### config.mk
export PLATFORM = sky130hd
export DESIGN_NAME = css_mcu0_dmi_arbiter
export DESIGN_NICKNAME = d
export VERILOG_FILES = /design/src/rtl/css_mcu0_dmi_arb_pkg.sv /design/src/rtl/css_mcu0_dmi_rr_arb2.sv /design/src/rtl/css_mcu0_dmi_arbiter.sv
export SDC_FILE = /design/constraint.sdc
export NUM_CORES = 1
export LEC_CHECK = 0
export ABC_AREA = 1
export BUFFER_PORTS_ARGS = -buffer_cell sky130_fd_sc_hd__buf_2
export CAP_MARGIN = 30
export CELL_PAD_IN_SITES_DETAIL_PLACEMENT = 1
export CELL_PAD_IN_SITES_GLOBAL_PLACEMENT = 1
export CORE_MARGIN = 1.5
export CORE_UTILIZATION = 39
export CTS_CLUSTER_DIAMETER = 150
export CTS_CLUSTER_SIZE = 8
export DETAILED_ROUTE_END_ITERATION = 12
export PLACE_DENSITY_LB_ADDON = 0.1
export SLEW_MARGIN = 20
export SYNTH_ARGS = -nofsm -noshare
export SYNTH_HDL_FRONTEND = slang
export SYNTH_SLANG_ARGS = --single-unit
### constraint.sdc
create_clock -name clk -period 9.5 [get_ports clk]
set_input_delay 0.475 -clock clk [delete_from_list [all_inputs] [get_ports clk]]
set_output_delay 0.475 -clock clk [all_outputs]
set_load 0.05 [all_outputs]
### src/rtl/css_mcu0_dmi_arb_pkg.sv
// Shared types and constants for the MCU0 DMI register-port arbiter.
package css_mcu0_dmi_arb_pkg;

   localparam int unsigned DMI_ADDR_W = 7;
   localparam int unsigned DMI_DATA_W = 32;
   localparam int unsigned CNT_W      = 4;

   typedef enum logic [1:0] {
      IDLE,
      ISSUE,
      WAIT,
      RESP
   } arb_state_t;

   typedef struct packed {
      logic                  write;
      logic [DMI_ADDR_W-1:0] addr;
      logic [DMI_DATA_W-1:0] wdata;
   } dmi_req_t;

   typedef logic req_id_t;

endpackage

### src/rtl/css_mcu0_dmi_rr_arb2.sv
// Two-way round-robin grant; last_gnt only moves when the caller takes the grant.
module css_mcu0_dmi_rr_arb2
   import css_mcu0_dmi_arb_pkg::*;
(
   input  logic    clk,
   input  logic    rst,
   input  logic    req0,
   input  logic    req1,
   input  logic    update_en,
   output logic    gnt_any,
   output req_id_t gnt_id
);

   req_id_t last_gnt;

   // Remember who won last; reset to 1 so requester 0 wins the first tie.
   always_ff @(posedge clk or posedge rst) begin
      if (rst) begin
         last_gnt <= 1'b1;
      end else if (update_en && gnt_any) begin
         last_gnt <= gnt_id;
      end
   end

   // Single requester wins outright; on a tie the one not granted last wins.
   always_comb begin
      gnt_any = req0 | req1;
      gnt_id  = (req0 && req1) ? ~last_gnt : req1;
   end

endmodule

### src/rtl/css_mcu0_dmi_arbiter.sv
// Serialises two requesters onto the single debug-module DMI register port.
module css_mcu0_dmi_arbiter
   import css_mcu0_dmi_arb_pkg::*;
#(
   parameter int unsigned RD_LAT = 1
) (
   input  logic                  clk,
   input  logic                  rst,
   input  logic                  flush,
   input  logic                  req0_valid,
   output logic                  req0_ready,
   input  logic                  req0_write,
   input  logic [DMI_ADDR_W-1:0] req0_addr,
   input  logic [DMI_DATA_W-1:0] req0_wdata,
   output logic                  rsp0_valid,
   output logic [DMI_DATA_W-1:0] rsp0_rdata,
   input  logic                  req1_valid,
   output logic                  req1_ready,
   input  logic                  req1_write,
   input  logic [DMI_ADDR_W-1:0] req1_addr,
   input  logic [DMI_DATA_W-1:0] req1_wdata,
   output logic                  rsp1_valid,
   output logic [DMI_DATA_W-1:0] rsp1_rdata,
   output logic                  dmi_reg_en,
   output logic                  dmi_reg_wr_en,
   output logic [DMI_ADDR_W-1:0] dmi_reg_addr,
   output logic [DMI_DATA_W-1:0] dmi_reg_wdata,
   input  logic [DMI_DATA_W-1:0] dmi_reg_rdata,
   output logic                  busy
);

   arb_state_t            state_q, state_d;
   logic [CNT_W-1:0]      cnt_q;
   logic                  lat_write;
   req_id_t               id_q;
   logic [DMI_DATA_W-1:0] rsp_data_q;
   logic [DMI_DATA_W-1:0] rsp0_hold_q, rsp1_hold_q;
   logic                  gnt_any;
   req_id_t               gnt_id;
   logic                  grant;
   dmi_req_t              req_sel;

   css_mcu0_dmi_rr_arb2 u_rr (
      .clk       (clk),
      .rst       (rst),
      .req0      (req0_valid),
      .req1      (req1_valid),
      .update_en (grant),
      .gnt_any   (gnt_any),
      .gnt_id    (gnt_id)
   );

   // Grant qualification and selection of the winning request fields.
   always_comb begin
      grant   = (state_q == IDLE) && !flush && gnt_any;
      req_sel = gnt_id ? '{write: req1_write, addr: req1_addr, wdata: req1_wdata}
                       : '{write: req0_write, addr: req0_addr, wdata: req0_wdata};
   end

   // State register.
   always_ff @(posedge clk or posedge rst) begin
      if (rst) begin
         state_q <= IDLE;
      end else begin
         state_q <= state_d;
      end
   end

   // Next-state logic; flush overrides every state.
   always_comb begin
      state_d = state_q;
      if (flush) begin
         state_d = IDLE;
      end else begin
         unique case (state_q)
            IDLE:    if (gnt_any) state_d = ISSUE;
            ISSUE:   state_d = WAIT;
            WAIT:    if (cnt_q == CNT_W'(1)) state_d = RESP;
            RESP:    state_d = IDLE;
            default: state_d = IDLE;
         endcase
      end
   end

   // Request latch, latency counter and response capture.
   always_ff @(posedge clk or posedge rst) begin
      if (rst) begin
         lat_write     <= 1'b0;
         id_q          <= 1'b0;
         dmi_reg_addr  <= '0;
         dmi_reg_wdata <= '0;
         cnt_q         <= '0;
         rsp_data_q    <= '0;
         rsp0_hold_q   <= '0;
         rsp1_hold_q   <= '0;
      end else begin
         if (grant) begin
            lat_write     <= req_sel.write;
            dmi_reg_addr  <= req_sel.addr;
            dmi_reg_wdata <= req_sel.wdata;
            id_q          <= gnt_id;
         end
         if (flush) begin
            cnt_q <= '0;
         end else if (state_q == ISSUE) begin
            cnt_q <= RD_LAT[CNT_W-1:0];
         end else if (state_q == WAIT && cnt_q != '0) begin
            cnt_q <= cnt_q - CNT_W'(1);
         end
         if (!flush && state_q == WAIT && cnt_q == CNT_W'(1)) begin
            rsp_data_q <= lat_write ? '0 : dmi_reg_rdata;
         end
         if (!flush && state_q == RESP) begin
            if (id_q) rsp1_hold_q <= rsp_data_q;
            else      rsp0_hold_q <= rsp_data_q;
         end
      end
   end

   // Outputs; the response data is shown live in RESP and held afterwards.
   always_comb begin
      req0_ready    = !rst && grant && (gnt_id == 1'b0);
      req1_ready    = !rst && grant && (gnt_id == 1'b1);
      dmi_reg_en    = (state_q == ISSUE) && !flush;
      dmi_reg_wr_en = dmi_reg_en && lat_write;
      rsp0_valid    = (state_q == RESP) && !flush && (id_q == 1'b0);
      rsp1_valid    = (state_q == RESP) && !flush && (id_q == 1'b1);
      rsp0_rdata    = rsp0_valid ? rsp_data_q : rsp0_hold_q;
      rsp1_rdata    = rsp1_valid ? rsp_data_q : rsp1_hold_q;
      busy          = (state_q != IDLE);
   end

endmodule

==> metrics.md <==
| Metric | Value |
|---|---|
| Outcome | finished, final reports clean |
| Port bufs | between 200 and 250 |
| Total Power | around 3.1 mW |
| FP Rows | between 40 and 50 |
| Clock root buffer | clkbuf_16 |
| Sequential element share of the synthesized area | around three fifths |
| Fillers | ~1900 |
| Final hold vios | 0 |
| Grt ovf | 0 |
| Post-Syn Instances | just over 700 |
| HP Class | input pin to async pin |
| RSZ-0062 raised after global routing | false |
| First-pass DRT Iterations | 4 |
| P per Cell Area | 381 nW/µm² |
| Total global-route track usage | approximately 22% |
| Static leakage | approximately 4.5 nW |
| Chip width | ~130 µm |
| Finished layout cell area | 8080 µm² |
| Crit path capture type | primary output |
| Routed WL per cell | ~16 µm |
| Crit start category | register |
| Via count | between 5000 and 6000 |
| Slew @ Worst Pin | approximately 760 ps |
| Via density | approximately 4.8 |
| Final Hold Slack | approximately 200 ps |
| Die area | roughly 17000 µm² |
| WP data required | approximately 9000 ps |
| Mean Syn Cell Area | 8.66 µm² |
| Share of cells above drive strength 1 | a little under 30% |
| Vias in the first global route | ~5800 |
| Crit path DAT | about 2500 ps |
| Initial antenna violation count | 0 |
| Mapped Area | about 6200 µm² |
| Layer with the highest usage | met2 |
| Remaining routing DRC violations | 0 |
| Met1 GRT Util | approximately 26% |
| CTS hold repair buffers | 0 |
| Post-synthesis register bit count | 144 |
| Fin Setup TNS | 0 ps |
| Cts bufs inserted | 17 |
| Drt total wl | 17800 µm |
| I/O pin count | ~230 |
| Diode count | 0 |
| Die Ht | between 100 and 150 µm |
| Setup Viol. Count Final | 0 |
| Critical path class | register to primary output |
| Core area | 15400 µm² |
| Antenna-violating nets left | 0 |
| Ys Warns | 0 |
| Synth Net Count | between 800 and 900 |
| GPL Wtd Cong | 0.742 |
| CTS Buffer Depth | 2 |
| Placed wire-length estimate | between 10000 and 15000 µm |
| Clock period minus worst slack | around 3000 ps |
| Max VDD drop | roughly 0.00017 V |
| Met3 usage | 6.11% |
| Crit path max fanout | 44 |
| Clock skew | a little under 9 ps |
| Postcts setup bufs | 0 |
| Final Max Slew Viols | 0 |
| Clock latency on the worst-skew pair | approximately 420 ps |
| Max cap viols | 0 |
| Layout area overhead | 30.5% |
| Nets | 1052 |
| Iter 0 DRT Violations | ~220 |
| Placed Area | ~7500 µm² |
| Number of distinct library cells after synthesis | 21 |
| Global-route wire length before repair | roughly 29000 µm |
| Count of cells resized by post-cts repair | 0 |
| Initial Util | between 40 and 50% |
| Final Cycle Share | a little under a third |
| M2 GR Usage | between 40% and 50% |
| Clock sink count | between 100 and 150 |
| Largest net degree at the start of global routing | 82 |
| CTS tree | yes |
| H-tree Lvls | 4 |
| Max transition margin | about half |
| CTS clk-pin slew, worst paths | 60 ps |
| Fmax | roughly 0.34 GHz |
## synth_stat cells (all sizes together)
cell	instances	area, µm²
nor3	3	26.3
a21oi	1	5.00
o21ai	102	510
nand3	8	40.0
dfstp	1	26.3
nand4	2	27.5
inv	89	334
clkbuf	18	70.1
o211ai	40	300
dfrtp	143	3580
nor2	11	48.8
ha	7	87.6
buf	22	128
nand2	268	1010
## path summary, 6_finish.rpt
path,startpoint,to,slack (ps),cells after the start
worst max-delay path,state_q[0],req1_ready,6580,8
worst min-delay path,rst,dmi_reg_wdata[4],200,2
worst max register to register,state_q[0],dmi_reg_wdata[9],7240,8
worst min register to register,dmi_reg_addr[6],dmi_reg_addr[6],470,2
max in group asynchronous,rst,rsp0_hold_q[26],8250,4
min in group clk,req1_addr[6],dmi_reg_addr[6],310,3
## layout by cell type, fill, tap and decap left out, types with 4 or more instances in the layout
cell type  instances
nand3_1            6
buf_2            226
o21ai_0          100
nand2_1          267
dfrtp_1          143
o211ai_1          40
clkbuf_16         17
clkinv_2           4
ha_1               7
nor2_1            10
inv_1             86
buf_4              5
## cells by family after synthesis
group                    count (synthesis)  synth area share, %
AND/OR/NAND/NOR                        292                 18.6
buffers and inverters                  129                 8.59
flip-flops                             144                 58.2
adder cells (fa/ha/maj)                  7                 1.42
AO/OA/AOI/OAI                          143                 13.2
## where the power goes
part / switching (mW) / internal [mW]
Clock: 0.251 / 0.396
Combinational: 1.13 / 0.313
Sequential: 0.117 / 0.868
Total: 1.50 / 1.58
## through the flow
| stage | utilization, % | cells | worst slack, ps |
|---|---|---|---|
| final | 52.6 | 1150 | 6580 |
| after global routing | 52.6 | 1150 | 6350 |
| after CTS | 52.2 | 1148 | 6510 |
| after detailed placement | 48.5 | 1118 | 6980 |
| after global placement | 48.4 | 1117 | 6560 |
| after floorplan | - | 715 | 5160 |
## state kept, by name (all words and copies together), names as in the netlist
signal         flops
id_q               1
cnt_q              4
rsp1_hold_q       32
lat_write          1
rsp0_hold_q       32
rsp_data_q        32
u_rr.last_gnt      1
state_q            2
dmi_reg_wdata     32
dmi_reg_addr       7
## per-layer routing
| layer | wire (µm) | up-vias |
|---|---|---|
| li1 | - | 2673 |
| met4 | 317 | 0 |
| met5 | 0 | - |
| met3 | 869 | 23 |
| met2 | 9350 | 133 |
| met1 | 7300 | 2646 |
## layout make-up
cell class / count / area, µm² / area share [%]
Timing Repair Buffer: 234 / 1240 / 15.3
Sequential cell: 144 / 3600 / 44.6
Inverter: 89 / 339 / 4.20
Multi-Input combinational cell: 442 / 2060 / 25.6
Clock buffer: 20 / 457 / 5.65
Tap cell: 211 / 264 / 3.27
Clock inverter: 10 / 113 / 1.39
## critical path, cell delays in order (launching register included)
cell	delay, ps
dfrtp_1	410
inv_1	120
ha_1	190
inv_1	90
nor3_4	150
buf_4	430
nand3_1	220
nor2_1	140
buf_2	270
Power figures use the tool's default switching activity.
